==> config.mk <==
export PLATFORM = sky130hd
export DESIGN_NAME = sobel_row_sequencer_flat
export DESIGN_NICKNAME = d
export VERILOG_FILES = /design/src/rtl/sobel_row_sequencer_if.sv /design/src/rtl/sobel_row_sequencer.sv /design/src/flat_wrapper.sv
export SDC_FILE = /design/constraint.sdc
export NUM_CORES = 1
export LEC_CHECK = 0
export CAP_MARGIN = 0
export CORE_ASPECT_RATIO = 0.9
export CORE_MARGIN = 1.5
export CORE_UTILIZATION = 48
export DETAILED_ROUTE_END_ITERATION = 8
export PLACE_DENSITY_LB_ADDON = 0.3
export SYNTH_ARGS = -nofsm -noshare
export SYNTH_HDL_FRONTEND = slang
export SYNTH_SLANG_ARGS = --single-unit
export TNS_END_PERCENT = 5
==> constraint.sdc <==
create_clock -name clk -period 2.5 [get_ports clk]
set_input_delay 0.375 -clock clk [delete_from_list [all_inputs] [get_ports clk]]
set_output_delay 0.375 -clock clk [all_outputs]
set_load 0.05 [all_outputs]
==> src/rtl/sobel_row_sequencer_if.sv <==
// Row memory read port and filtered-row output stream of the Sobel row sequencer.
// master = sequencer side, slave = memory/array/downstream side.
interface sobel_row_sequencer_if #(
    parameter int ROW_AW = 10
);
    logic              mem_rd_en;
    logic [ROW_AW-1:0] mem_rd_addr;
    logic              array_load;
    logic              out_valid;
    logic              out_ready;
    logic [ROW_AW-1:0] out_row;

    modport master (
        output mem_rd_en,
        output mem_rd_addr,
        output array_load,
        output out_valid,
        output out_row,
        input  out_ready
    );

    modport slave (
        input  mem_rd_en,
        input  mem_rd_addr,
        input  array_load,
        input  out_valid,
        input  out_row,
        output out_ready
    );
endinterface

==> src/rtl/sobel_row_sequencer.sv <==
// Frame controller for sobel_filter_scalable: reads rows, strobes them into the
// array, waits out the array latency and hands each centre row downstream.
module sobel_row_sequencer #(
    parameter int ROW_AW   = 10,
    parameter int PIPE_LAT = 2
) (
    input  logic              clk,
    input  logic              rst,
    input  logic              start,
    input  logic              abort,
    input  logic [ROW_AW-1:0] img_rows,
    output logic              busy,
    output logic              done,
    output logic              cfg_err,
    sobel_row_sequencer_if.master bus
);

    localparam int WW = (PIPE_LAT < 2) ? 1 : $clog2(PIPE_LAT + 1);

    typedef enum logic [2:0] {
        IDLE,
        READ,
        LOAD,
        SETTLE,
        EMIT,
        DONE
    } state_t;

    state_t            state;
    logic [ROW_AW-1:0] row_cnt;
    logic [ROW_AW-1:0] img_q;
    logic [WW-1:0]     wait_cnt;

    logic              busy_q;
    logic              done_q;
    logic              cfg_err_q;
    logic              rd_en_q;
    logic [ROW_AW-1:0] rd_addr_q;
    logic              load_q;
    logic              out_valid_q;
    logic [ROW_AW-1:0] out_row_q;

    assign busy            = busy_q;
    assign done            = done_q;
    assign cfg_err         = cfg_err_q;
    assign bus.mem_rd_en   = rd_en_q;
    assign bus.mem_rd_addr = rd_addr_q;
    assign bus.array_load  = load_q;
    assign bus.out_valid   = out_valid_q;
    assign bus.out_row     = out_row_q;

    // Outputs are registered together with the state they belong to, so every
    // transition below also loads the strobes seen during the next state.
    always_ff @(posedge clk) begin
        if (rst) begin
            state       <= IDLE;
            row_cnt     <= '0;
            img_q       <= '0;
            wait_cnt    <= '0;
            busy_q      <= 1'b0;
            done_q      <= 1'b0;
            cfg_err_q   <= 1'b0;
            rd_en_q     <= 1'b0;
            rd_addr_q   <= '0;
            load_q      <= 1'b0;
            out_valid_q <= 1'b0;
            out_row_q   <= '0;
        end else begin
            done_q    <= 1'b0;
            cfg_err_q <= 1'b0;
            rd_en_q   <= 1'b0;
            load_q    <= 1'b0;

            if (abort && state != IDLE) begin
                state       <= IDLE;
                busy_q      <= 1'b0;
                out_valid_q <= 1'b0;
            end else begin
                unique case (state)
                    IDLE: begin
                        if (start) begin
                            if (img_rows >= ROW_AW'(3)) begin
                                img_q     <= img_rows;
                                row_cnt   <= '0;
                                state     <= READ;
                                busy_q    <= 1'b1;
                                rd_en_q   <= 1'b1;
                                rd_addr_q <= '0;
                            end else begin
                                cfg_err_q <= 1'b1;
                            end
                        end
                    end

                    READ: begin
                        state  <= LOAD;
                        load_q <= 1'b1;
                    end

                    LOAD: begin
                        if (row_cnt < ROW_AW'(2)) begin
                            row_cnt   <= row_cnt + ROW_AW'(1);
                            state     <= READ;
                            rd_en_q   <= 1'b1;
                            rd_addr_q <= row_cnt + ROW_AW'(1);
                        end else if (PIPE_LAT == 0) begin
                            state       <= EMIT;
                            out_valid_q <= 1'b1;
                            out_row_q   <= row_cnt - ROW_AW'(1);
                        end else begin
                            state    <= SETTLE;
                            wait_cnt <= WW'(PIPE_LAT);
                        end
                    end

                    SETTLE: begin
                        if (wait_cnt <= WW'(1)) begin
                            state       <= EMIT;
                            out_valid_q <= 1'b1;
                            out_row_q   <= row_cnt - ROW_AW'(1);
                        end else begin
                            wait_cnt <= wait_cnt - WW'(1);
                        end
                    end

                    EMIT: begin
                        if (bus.out_ready) begin
                            out_valid_q <= 1'b0;
                            if (row_cnt == img_q - ROW_AW'(1)) begin
                                state  <= DONE;
                                done_q <= 1'b1;
                            end else begin
                                row_cnt   <= row_cnt + ROW_AW'(1);
                                state     <= READ;
                                rd_en_q   <= 1'b1;
                                rd_addr_q <= row_cnt + ROW_AW'(1);
                            end
                        end
                    end

                    DONE: begin
                        state  <= IDLE;
                        busy_q <= 1'b0;
                    end

                    default: begin
                        state  <= IDLE;
                        busy_q <= 1'b0;
                    end
                endcase
            end
        end
    end

endmodule

==> src/flat_wrapper.sv <==
// flat-port wrapper written by rule: the top's interface ports become plain ports
module sobel_row_sequencer_flat 
#(
    parameter int ROW_AW   = 10,
    parameter int PIPE_LAT = 2
)
  (clk, rst, start, abort, img_rows, busy, done, cfg_err, bus_mem_rd_en, bus_mem_rd_addr, bus_array_load, bus_out_valid, bus_out_row, bus_out_ready);
  sobel_row_sequencer_if #(.ROW_AW(ROW_AW)) bus_i ();
  input  logic clk;
  input  logic rst;
  input  logic start;
  input  logic abort;
  input  logic [ROW_AW-1:0] img_rows;
  output logic busy;
  output logic done;
  output logic cfg_err;
  output wire logic [$bits(bus_i.mem_rd_en)-1:0] bus_mem_rd_en;
  output wire logic [$bits(bus_i.mem_rd_addr)-1:0] bus_mem_rd_addr;
  output wire logic [$bits(bus_i.array_load)-1:0] bus_array_load;
  output wire logic [$bits(bus_i.out_valid)-1:0] bus_out_valid;
  output wire logic [$bits(bus_i.out_row)-1:0] bus_out_row;
  input wire logic [$bits(bus_i.out_ready)-1:0] bus_out_ready;
  assign bus_mem_rd_en = bus_i.mem_rd_en;
  assign bus_mem_rd_addr = bus_i.mem_rd_addr;
  assign bus_array_load = bus_i.array_load;
  assign bus_out_valid = bus_i.out_valid;
  assign bus_out_row = bus_i.out_row;
  assign bus_i.out_ready = bus_out_ready;
  sobel_row_sequencer #(.ROW_AW(ROW_AW), .PIPE_LAT(PIPE_LAT)) u_core (.clk(clk), .rst(rst), .start(start), .abort(abort), .img_rows(img_rows), .busy(busy), .done(done), .cfg_err(cfg_err), .bus(bus_i));
endmodule
# Word level (Yosys, flattened, before mapping)
# Index checks and enable logic that the tools add are counted.
# totals
output_inout_bits,26
regBits,41
word_cells,85
# classes
n_reduce_logical,17
mux,31
n_addsub,4
n_eq_ne,13
order_cmp,3
n_bitwise,6
# ops
cell,n
10-bit 2-to-1 mux,5
10-bit one-hot mux with 3 select lines,1
10-bit by 1-bit subtractor with 10-bit output (second input constant),2
3-bit 2-to-1 mux,5
3-bit one-hot mux with 5 select lines,1
1-bit 2-to-1 mux,12
4-bit AND reduction,3
4-bit OR reduction,3
10-bit by 1-bit adder with 10-bit output (second input constant),1
10-bit equality test,1
10-bit by 2-bit greater-or-equal comparator with 1-bit output (second input constant),1
10-bit by 2-bit < comparator with 1-bit output (second input constant),1
2-bit inequality test (second input constant),5
3-bit AND reduction,3
7-bit AND reduction,1
3-bit by 2-bit equality test with 1-bit output (second input constant),2
2-bit 2-to-1 mux,3
2-bit by 1-bit inequality test with 1-bit output (second input constant),3
1-bit NOT,6
3-bit nonzero test,2
1-bit one-hot mux with 2 select lines,2
2-bit one-hot mux with 2 select lines,1
2-bit nonzero test,2
3-bit by 1-bit equality test with 1-bit output (second input constant),1
other kinds (7),7

# Logic depth before layout (Yosys ltp)
# Gate-level depths: netlist of run 1.
# logic_depth
depth_word,5
mapped_depth,11
mapped_depth_nobuf,9

# Least setup slack after synthesis of run 1
# No wires, ideal clock.
# synth_timing
path_type,flip-flop to flip-flop
start,reg u_core.img_q[0]
end,reg u_core.rd_en_q (netlist: u_core.bus.mem_rd_en)
period_less_slack_ns,2.791
stages_incl_launch_ff,12
path_buffers,2
setup_ns,0.121
slack_ns,-0.291
t_arrival_ns,2.669
cell_sequence,dfxtp_1 inv_1 ha_1 buf_6 or4b_1 buf_2 a2bb2oi_1 or4b_2 a31o_1 or3_4 a221oi_2 nor4_1
# synth_between
elab_chain_len,5
# synth_rtl
item,line,text
"start, declared",sobel_row_sequencer.sv:31,logic [ROW_AW-1:0] img_q;
"start signal, assigned",sobel_row_sequencer.sv:83,img_q <= img_rows;
10-bit by 1-bit subtractor with 10-bit output,sobel_row_sequencer.sv:129,if (row_cnt == img_q - ROW_AW'(1)) begin
10-bit equality test,sobel_row_sequencer.sv:129,
1-bit 2-to-1 mux,sobel_row_sequencer.sv:129,
1-bit 2-to-1 mux,sobel_row_sequencer.sv:127,if (bus.out_ready) begin
1-bit one-hot mux with 3 select lines,sobel_row_sequencer.sv:79,unique case (state)
"end signal, assigned",sobel_row_sequencer.sv:71,rd_en_q <= 1'b0;
"end signal, assigned",sobel_row_sequencer.sv:87,rd_en_q <= 1'b1;
"end signal, assigned",sobel_row_sequencer.sv:135,rd_en_q <= 1'b1;
"end, declared",sobel_row_sequencer.sv:37,logic rd_en_q;
# Every way passes these cells.
# A chain may end at the register's enable or synchronous reset.

# Worst setup path after layout of run 1
# layout_timing
start,reg u_core.img_q[1]
end,reg u_core.rd_addr_q[3] (netlist: u_core.bus.mem_rd_addr[3])
# layout_between
elab_chain_len,4
# layout_rtl
item,line,text
10-bit by 1-bit subtractor with 10-bit output,sobel_row_sequencer.sv:129,
10-bit equality test,sobel_row_sequencer.sv:129,
2-bit inequality test (no source line),-,
7-bit AND reduction (no source line),-,
"end signal, assigned",sobel_row_sequencer.sv:105,rd_addr_q <= row_cnt + ROW_AW'(1);
"end signal, assigned",sobel_row_sequencer.sv:136,rd_addr_q <= row_cnt + ROW_AW'(1);
"end, declared",sobel_row_sequencer.sv:38,logic [ROW_AW-1:0] rd_addr_q;
# Every way passes these cells.

==> summary.md, run 1 <==
| Metric | Value |
|---|---|
| Status | complete, but fails checks |
| Max_slew headroom | 62.3% |
| First-pass GRT wire length | 10100 um |
| Io pins | 41 |
| Post-synth top area share | 33.2% |
| Failing checks | negative setup slack |
| Delay-heaviest family, CP | simple AND/OR/NAND/NOR gates |
| Starting Density | 50.6% |
| Congestion Overflow GR | 0 |
| Total Routing Usage GR | 23.1% |
| Min-delay src | u_core.wait_cnt[1]$_SDFFE_PP0P_ |
| Hold_buf cts | 0 |
| Hold path depth | 2 |
| Via-per-instance ratio | 5.58 |
| Htree depth | 2 |
| Routed length per placed instance | 14.6 um |
| Max Fclk | 385 MHz |
| CTS tree | built |
| Arrival time at the worst endpoint | 2790 ps |
| Critical Path Stages | 10 |
| Unrepaired setup endpoints after global routing | true |
| Total clock sinks | 41 |
| Post-route setup slack | -98.8 ps |
| Worst EP required | 2690 ps |
| Detailed Place HPWL | 4400 um |
| RR Startpoint | u_core.img_q[1]$_SDFFE_PP0P_ |
| Max VDD drop | 0.265 mV |
| Rows | 24 |
| Final hold violations | 0 |
| #FFs+latches synth | 41 |
| Die ar. | 5600 sq um |
| Asr flop ratio synth | 0% |
| Worst hold margin | 482 ps |
| Synth area leaders | dfxtp_1 (33%), mux2i_1 (5.7%), nor2_1 (5.5%) |
| Layout filler cell count | 410 |
| Total of max-cap violations | 0 |
| Slew @ Worst Pin | 563 ps |
| Synth area leader | dfxtp_1 |
| R2R depth | 10 |
| Area growth syn-to-layout | 31.5% |
| Share of cells above drive strength 1 | 21.3% |
| Register area share after synthesis | 33.2% |
| Worst-path clk slew | 80 ps |
| Yosys warns | 0 |
| Syn Nets | 312 |
| Largest net degree at the start of global routing | 21 |
| WP buf/inv | 3 |
| Worst path cell trace | inv_2 -> ha_4 -> or4b_4 -> or4_1 -> a31o_1 -> buf_6 -> o31ai_4 -> buf_6 -> a21oi_2 -> mux2i_1 |
| GPL Wtd Cong | 0.883 |
| Drt pass-1 iters | 4 |
| Max incr delay on CP | 500 ps |
| Clock Latency Late Sink | 300 ps |
| Slew Viols, Final | 0 |
| Routed WL | 6130 um |
| CP Launch Type | flop |
| Vias | 2349 |
| # diodes | 0 |
| Syn Std Cell Area | 2470 sq um |
| Number of synthesized flops with an enable pin | 0 |
| Period utilization | 104% |
| Critical path origin | u_core.img_q[1]$_SDFFE_PP0P_ |
| ANT nets after route | 0 |
| Slowest CP cell | or4_1 |
| Synth Flop Type | dfxtp_1 |
| Min cycle time layout | 2600 ps |
| Most common cell on crit path | buf_6 |
| I/O Buffers | 40 |
| Crit Path Max Fanout | 5 |
| Final setup viols | 12 |
| Initial DRC count | 153 |
| Final instance area | 3250 sq um |
| CTS root buf | clkbuf_8 |
| Clk_skew | 9.31 ps |
| DIE HEIGHT | 71.1 um |
| CORE AREA | 4890 sq um |
| Crit. End Element | flop |
| Fin nets | 374 |
| Max Buffers Root-to-Sink | 2 |
| Cell area power density | 457 nW/um^2 |
| DRC violations left | 0 |
| Total CTS buffers | 5 |
| Synthesized area per cell | 8.45 sq um |
| Placed inst area | 3060 sq um |
| Die W | 78.7 um |
| Leakage | 1.24 nW |
| Hold Path Class | reg -> reg |
| Yosys cell types | 66 |
| Post-route setup TNS | -903 ps |
| Antenna violations before repair | 0 |
| Vias in the first global route | 2176 |
| Mapped Cells | 293 |
| Worst setup path class | reg -> reg |
-- layout make-up --
class,instances,area (sq um),share of cell area [%]
Multi-Input combinational cell,221,1540,47.2
Tap cell,65,81.3,2.50
Clock buffer,6,72.6,2.23
Timing Repair Buffer,77,697,21.4
Inverter,9,33.8,1.04
Sequential cell,41,823,25.3
Clock inverter,2,10.0,0.308
-- worst reg2reg max path, delay by kind of cell, from the launching register on --
family	cells	cell delay, ps
multiplexers	1	130
AND/OR/NAND/NOR	2	980
flip-flops	1	330
adder cells (fa/ha/maj)	1	130
buffers and inverters	3	370
AO/OA/AOI/OAI	3	560
-- through the flow --
stage | std cells | total power (W) | worst slack [ps] | util [%]
floorplan | 293 | 0.000951 | -251 | -
global placement | 406 | 0.00104 | -68.7 | 62.5
detailed placement | 406 | 0.00105 | -103 | 62.5
CTS | 420 | 0.00149 | -74.2 | 66.3
global route | 421 | 0.00155 | -192 | 66.5
finish | 421 | 0.00149 | -98.8 | 66.5
-- logic make-up (layout without fill, tap and decap cells) --
logic type	Yosys count	count (layout)	share of synthesized area (%)
XOR/XNOR	19	19	6.72
AND/OR/NAND/NOR	124	124	26.7
flip-flops	41	41	33.2
adder cells (fa/ha/maj)	5	5	2.43
buffers and inverters	31	94	7.08
AO/OA/AOI/OAI	58	58	17.8
multiplexers	15	15	6.12
-- final timing paths --
path,slack [ps],to
max reg2reg,-100,u_core.bus.mem_rd_addr[3]$_SDFFE_PP0P_
min,480,u_core.wait_cnt[1]$_SDFFE_PP0P_
min reg2reg,480,u_core.wait_cnt[1]$_SDFFE_PP0P_
max,-100,u_core.bus.mem_rd_addr[3]$_SDFFE_PP0P_
-- cell usage in the layout (no fill, tap or decap), types with 3 or more instances in the layout --
cell,n
nand3_1,12
nor3_1,7
clkdlybuf4s50_1,40
mux2i_1,14
and3_1,4
or4_1,3
o21ai_0,3
nand2_1,21
dfxtp_1,39
a21oi_2,8
xor2_1,8
buf_4,32
inv_2,3
a211oi_1,9
inv_1,5
nor4_1,8
and2_1,3
clkbuf_8,5
or3_1,9
buf_6,5
a21oi_1,13
nor2_1,36
xnor2_1,11
ha_1,3
-- registers in the layout, summed over array words and instances, names as in the netlist --
signal	flops
u_core.img_q	10
u_core.cfg_err	1
u_core.wait_cnt	2
u_core.done	1
u_core.bus.mem_rd_addr	10
u_core.bus.out_valid	1
u_core.busy	1
u_core.bus.out_row	10
u_core.state	3
u_core.bus.array_load	1
u_core.bus.mem_rd_en	1
-- cells in the mapped netlist (3+ instances only) --
library cell and count:
and2_1 3, inv_1 7, ha_1 4, a21oi_1 19, xnor2_1 11, nor2_1 36, and3_1 4, or4_1 3
buf_6 3, o21ai_0 3, nor4_1 8, nand3_1 12, mux2i_1 14, clkbuf_8 3, dfxtp_1 41, a211oi_1 9
nand2_1 21, nor3_1 7, or3_1 9, xor2_1 8, clkbuf_1 12
-- metal layers --
metal | up-vias | GRT usage (%) | wire, um
li1 | 1170 | - | -
met1 | 1110 | 29.6 | 2820
met2 | 54 | 37.6 | 2900
met3 | 15 | 4.77 | 277
met4 | 0 | 9.72 | 138
met5 | - | 0 | 0
-- report_power, final --
part / switching, W / internal, W / total, W
Clock: 0.000235 / 0.000194 / 0.000428
Combinational: 0.000186 / 0.000175 / 0.000362
Sequential: 0.0000244 / 0.000673 / 0.000698
Total: 0.000446 / 0.00104 / 0.00149
-- timing repair --
action / in CTS / in global routing
buffers inserted: 5 / 1
hold endpoints to repair: 0 / 0
setup endpoints to repair: 11 / 12
resized for setup: 14 / 1
pin swaps: 6 / 4
cloned: 1 / 0
Note: power is estimated with default switching activity, not from simulation.
==> run 2: changes to the inputs <==
--- a/config.mk
+++ b/config.mk
@@ -11,6 +11,7 @@
 export CORE_UTILIZATION = 48
 export DETAILED_ROUTE_END_ITERATION = 8
 export PLACE_DENSITY_LB_ADDON = 0.3
+export SLEW_MARGIN = 20
 export SYNTH_ARGS = -nofsm -noshare
 export SYNTH_HDL_FRONTEND = slang
 export SYNTH_SLANG_ARGS = --single-unit
==> results of run 2 <==
The final DEF is identical to that of run 1; final timing and power are the same.
==> patch 1 (settings of run 2) <==
The 6 states of `state_t` get a one-hot encoding in 6 bits.
--- a/src/rtl/sobel_row_sequencer.sv
+++ b/src/rtl/sobel_row_sequencer.sv
@@ -17,13 +17,13 @@
 
     localparam int WW = (PIPE_LAT < 2) ? 1 : $clog2(PIPE_LAT + 1);
 
-    typedef enum logic [2:0] {
-        IDLE,
-        READ,
-        LOAD,
-        SETTLE,
-        EMIT,
-        DONE
+    typedef enum logic [5:0] {
+        IDLE   = 6'b000001,
+        READ   = 6'b000010,
+        LOAD   = 6'b000100,
+        SETTLE = 6'b001000,
+        EMIT   = 6'b010000,
+        DONE   = 6'b100000
     } state_t;
 
     state_t            state;
Behaviour: same outputs for any inputs over 10 cycles, from zero or initial values and one cycle with rst high; not proved beyond that.
==> patch 1 against run 2 <==
Cell area fell by 0.12%; total power increased by 13%; synthesized area is essentially flat; sequential cell count increased by 3; via count increased by 0.17%; global-route usage increased by 0.086 points; die area is essentially flat; non-clock buffer count down 7; setup slack gained 0.14 ns; sequential share of layout area grew 2.1 points; hold slack got worse by 0.026 ns; wire length is 2.7% higher; largest power group unchanged.
==> patch 1: results <==
metrics = {
    "critical_path": {
        "slowest_stage": "or4_4",
        "worstSetupStartpoint": "u_core.img_q[0]",
        "slowest_delay_ns": 0.56,
        "reg2reg_slack_ns": 0.04,
        "crit_path_end": "u_core.bus.mem_rd_addr[0]",
        "worstPathArrival_ns": 2.69,
        "worst-path-max-fanout": 6,
    },
    "pwr": {
        "switching_power_mw": 0.495,
        "irDropWorstVdd_v": 0.000371,
        "power.leakage_nw": 1.27,
    },
    "yosys": {
        "synthArstFlopShare_pct": 0,
        "synthMuxAreaShare_pct": 5.26,
        "synth_cell_type_count": 58,
        "synthTopCellsByArea": "dfxtp_1 36%, nor2_1 6.1%, mux2i_1 5.3%",
        "synth-xor-area-share_pct": 7.78,
        "seq_area_frac_synth_pct": 35.6,
        "synthAdderAreaFrac_pct": 2.02,
        "synth_compound_area_share_pct": 15.6,
        "synthTopCellsByCount": "44 x dfxtp_1, 40 x nor2_1, 22 x nand2_1",
    },
    "place": {
        "place.gp.congestion": 0.871,
        "place_area_um2": 3090,
        "dp_hpwl_um": 4640,
        "dpl_worst_slack_ns": -0.00798,
        "dp.cells": 407,
    },
    "global_route": {
        "use_met2_pct": 36.6,
        "grt_pass1_wl_um": 10200,
        "use_met1_pct": 31.8,
        "grt_pass1_vias": 2120,
    },
    "detailed_routing": {
        "wl_met3_um": 433,
        "wl_met2_um": 2910,
        "wirelength_um": 6300,
        "vias_per_cell": 5.66,
        "drt-met1-wl_um": 2900,
        "drt-pass1-iter-count": 4,
        "drt-initial-drc-count": 211,
    },
    "timing": {
        "holdWs_ns": 0.456,
        "finClkSkew_ns": 0.00556,
        "setup_viol": 0,
    },
    "final_layout": {
        "stdcell_count": 416,
        "fin_nets": 370,
    },
    "outcome": {
        "status": "complete, no violations",
    },
}
## patch 1: cell types whose count changed in the layout (fill, tap and decap cells not counted), moves of 5 or more
cell | before | now
nand2b_1 | 1 | 8
or3_1 | 9 | 2
nand3_1 | 12 | 6
a21oi_2 | 8 | 1
buf_6 | 5 | 0
dfxtp_2 | 2 | 8
## patch 1: area by class of cell
type | count | area (um2) | share of cell area [%]
clock buffers | 7 | 96.3 | 2.96
inverters | 8 | 30.0 | 0.924
multi-input cells | 222 | 1530 | 47.0
flip-flops and latches | 44 | 891 | 27.4
well taps | 65 | 81.3 | 2.50
repair buffers | 70 | 626 | 19.2
## patch 1: what timing repair did
| action | 4_1_cts | 5_1_grt |
|---|---|---|
| buffers inserted | 0 | 1 |
| resized for setup | 1 | 11 |
| pin swaps | 0 | 6 |
| gates cloned | 0 | 1 |
| setup endpoints to repair | 1 | 8 |
## patch 1: worst min path at each step
| stage | depth (start not counted) | end | start |
|---|---|---|---|
| finish | 2 | u_core.bus.out_valid | u_core.bus.out_valid |
| global route | 2 | u_core.bus.out_valid | u_core.bus.out_valid |
| CTS | 2 | u_core.bus.out_valid | u_core.bus.out_valid |
| detailed placement | 2 | u_core.bus.out_valid | u_core.bus.out_valid |
| global placement | 2 | u_core.bus.out_valid | u_core.bus.out_valid |
| floorplan | 2 | u_core.wait_cnt[1] | u_core.wait_cnt[1] |
## patch 1: power groups by stage
stage | Combinational [mW] | Clock [mW] | Sequential (mW)
2_1_floorplan | 0.261 | 0 | 0.780
3_3_place_gp | 0.400 | 0 | 0.769
3_5_place_dp | 0.407 | 0 | 0.772
4_1_cts | 0.410 | 0.490 | 0.756
5_1_grt | 0.469 | 0.530 | 0.762
6_report | 0.434 | 0.483 | 0.758
==> patch 2 (settings of run 2) <==
Without the edit above. `PIPE_LAT` is set to 2 in 2 places; all go to 4.
--- a/src/rtl/sobel_row_sequencer.sv
+++ b/src/rtl/sobel_row_sequencer.sv
@@ -2,7 +2,7 @@
 // array, waits out the array latency and hands each centre row downstream.
 module sobel_row_sequencer #(
     parameter int ROW_AW   = 10,
-    parameter int PIPE_LAT = 2
+    parameter int PIPE_LAT = 4
 ) (
     input  logic              clk,
     input  logic              rst,
--- a/src/flat_wrapper.sv
+++ b/src/flat_wrapper.sv
@@ -2,7 +2,7 @@
 module sobel_row_sequencer_flat 
 #(
     parameter int ROW_AW   = 10,
-    parameter int PIPE_LAT = 2
+    parameter int PIPE_LAT = 4
 )
   (clk, rst, start, abort, img_rows, busy, done, cfg_err, bus_mem_rd_en, bus_mem_rd_addr, bus_array_load, bus_out_valid, bus_out_row, bus_out_ready);
   sobel_row_sequencer_if #(.ROW_AW(ROW_AW)) bus_i ();
Formal check against the unedited RTL: not equivalent (a bounded check fails within 10 cycles, from zero or initial values and one cycle with rst high).
==> patch 2 against run 2 <==
The flow still finishes with violations (setup timing); wire length is 3.0% lower; setup slack better by 0.094 ns; utilization is 0.36 points higher; highest routed layer unchanged; cell area is 0.69% lower; maximum frequency is 3.8% higher; synthesized area is 2.8% lower; critical path depth stayed put; sequential cell count is 1 higher.
Power is not compared: it rests on default switching activity, and its combinational part moved more than twofold at a synthesized area within 25%.
==> patch 2: results <==
metrics = {
    "detailed_routing": {
        "vias_per_cell": 5.44,
        "vias": 2318,
        "drt-initial-drc-count": 144,
        "drt-pass1-iter-count": 5,
        "wl_per_cell_um": 14.0,
    },
    "final_layout": {
        "fillers": 407,
        "fin_nets": 380,
        "drive_above_1_share_pct": 20.2,
        "diodes": 0,
    },
    "timing": {
        "setup_tns_ns": -0.00446,
        "worstMarginPinSlew_ns": 0.509,
        "setup_ws_ns": -0.00446,
        "setup_viol": 1,
    },
    "outcome": {
        "status": "finished with violations",
        "violations": "setup timing",
    },
    "critical_path": {
        "worst-path-max-fanout": 17,
        "worstPathArrival_ns": 2.74,
    },
    "yosys": {
        "syn_inst": 302,
        "syn-num-nets": 322,
        "synthTopCellsByCount": "54 x nor2_1, 42 x dfxtp_1, 27 x nand2_1",
        "synthTopCellsByArea": "dfxtp_1 35%, nor2_1 8.4%, mux2i_1 5.8%",
        "synth_cell_type_count": 49,
    },
    "place": {
        "place_area_um2": 3090,
        "place.gp.congestion": 0.832,
        "dp_hpwl_um": 4260,
        "dpl_worst_slack_ns": -0.0227,
    },
    "global_route": {
        "grt_pass1_wl_um": 9940,
        "grt_use_total_pct": 22.8,
    },
    "clocking": {
        "cts_setup_buffers": 0,
    },
}
[patch 2: cell types whose count changed after synthesis, moves of 3 or more]
cell      delta
a21oi_1      -6
a31o_2       +5
and2_1       -3
and3_1       -3
clkbuf_1     +6
clkbuf_8     -3
inv_1        +4
nand2_1      +6
nand3_1      -4
nand4_1      +3
nor2_1      +18
nor3_1       +6
or3_1        -3
xor2_1       -3
[patch 2: area by class of cell]
type	count	area, um2	share of cell area (%)
clock buffer	7	86.3	2.67
multi-input combinational	228	1500	46.5
timing repair buffer	72	653	20.2
tap	65	81.3	2.52
inverter	11	41.3	1.28
sequential	42	861	26.6
clock inverter	1	5.00	0.155
[patch 2: critical path: stages, from the launching register on]
cell,delay (ns)
dfxtp_2,0.34
nor4_2,0.28
buf_4,0.16
nor2b_4,0.16
xnor2_2,0.15
mux2_4,0.33
o41ai_4,0.40
a211oi_4,0.11
buf_12,0.17
a31o_2,0.23
a21oi_2,0.10
[patch 2: path summary, 6_finish.rpt]
path | cells past startpoint | endpoint | slack, ns | start
hold reg to reg | 2 | u_core.wait_cnt[1] | 0.49 | u_core.wait_cnt[1]
hold / removal | 2 | u_core.wait_cnt[1] | 0.49 | u_core.wait_cnt[1]
setup / recovery | 10 | u_core.bus.mem_rd_addr[9] | -0.004 | u_core.img_q[0]
setup reg to reg | 10 | u_core.bus.mem_rd_addr[9] | -0.004 | u_core.img_q[0]
[patch 2: power by group through the flow]
| stage | clock (mW) | combinational [mW] | sequential [mW] |
|---|---|---|---|
| 2_1_floorplan | 0 | 0.540 | 0.848 |
| 3_3_place_gp | 0 | 0.869 | 0.783 |
| 3_5_place_dp | 0 | 0.885 | 0.785 |
| 4_1_cts | 0.461 | 0.907 | 0.770 |
| 5_1_grt | 0.499 | 1.02 | 0.783 |
| 6_report | 0.458 | 0.946 | 0.777 |
[patch 2: repair_timing]
action | CTS | global route
pin swaps | 1 | 3
endpoints found under the setup margin | 5 | 12
hold endpoints to repair | 0 | 0
cloned | 0 | 0
gates resized for setup | 3 | 8
[patch 2: layer usage]
metal	vias to the layer above	part of all wire (%)	GRT usage, %
met4	0	1.5	5.66
li1	1189	-	-
met1	1067	48	30.7
met3	10	4.0	4.58
met5	-	0	0
met2	52	47	37.3
[patch 2: logic make-up (layout without fill, tap and decap cells)]
group / after synthesis / after routing / share of synthesized area (%)
AOI/OAI and AO/OA: 51 / 51 / 16.2
xor gates and xnor gates: 18 / 18 / 6.55
and+or+nand+nor: 138 / 138 / 27.6
DFF: 42 / 42 / 34.9
adders and majority gates: 5 / 5 / 2.60
buffers and inverters: 32 / 91 / 5.36
muxes: 16 / 16 / 6.76
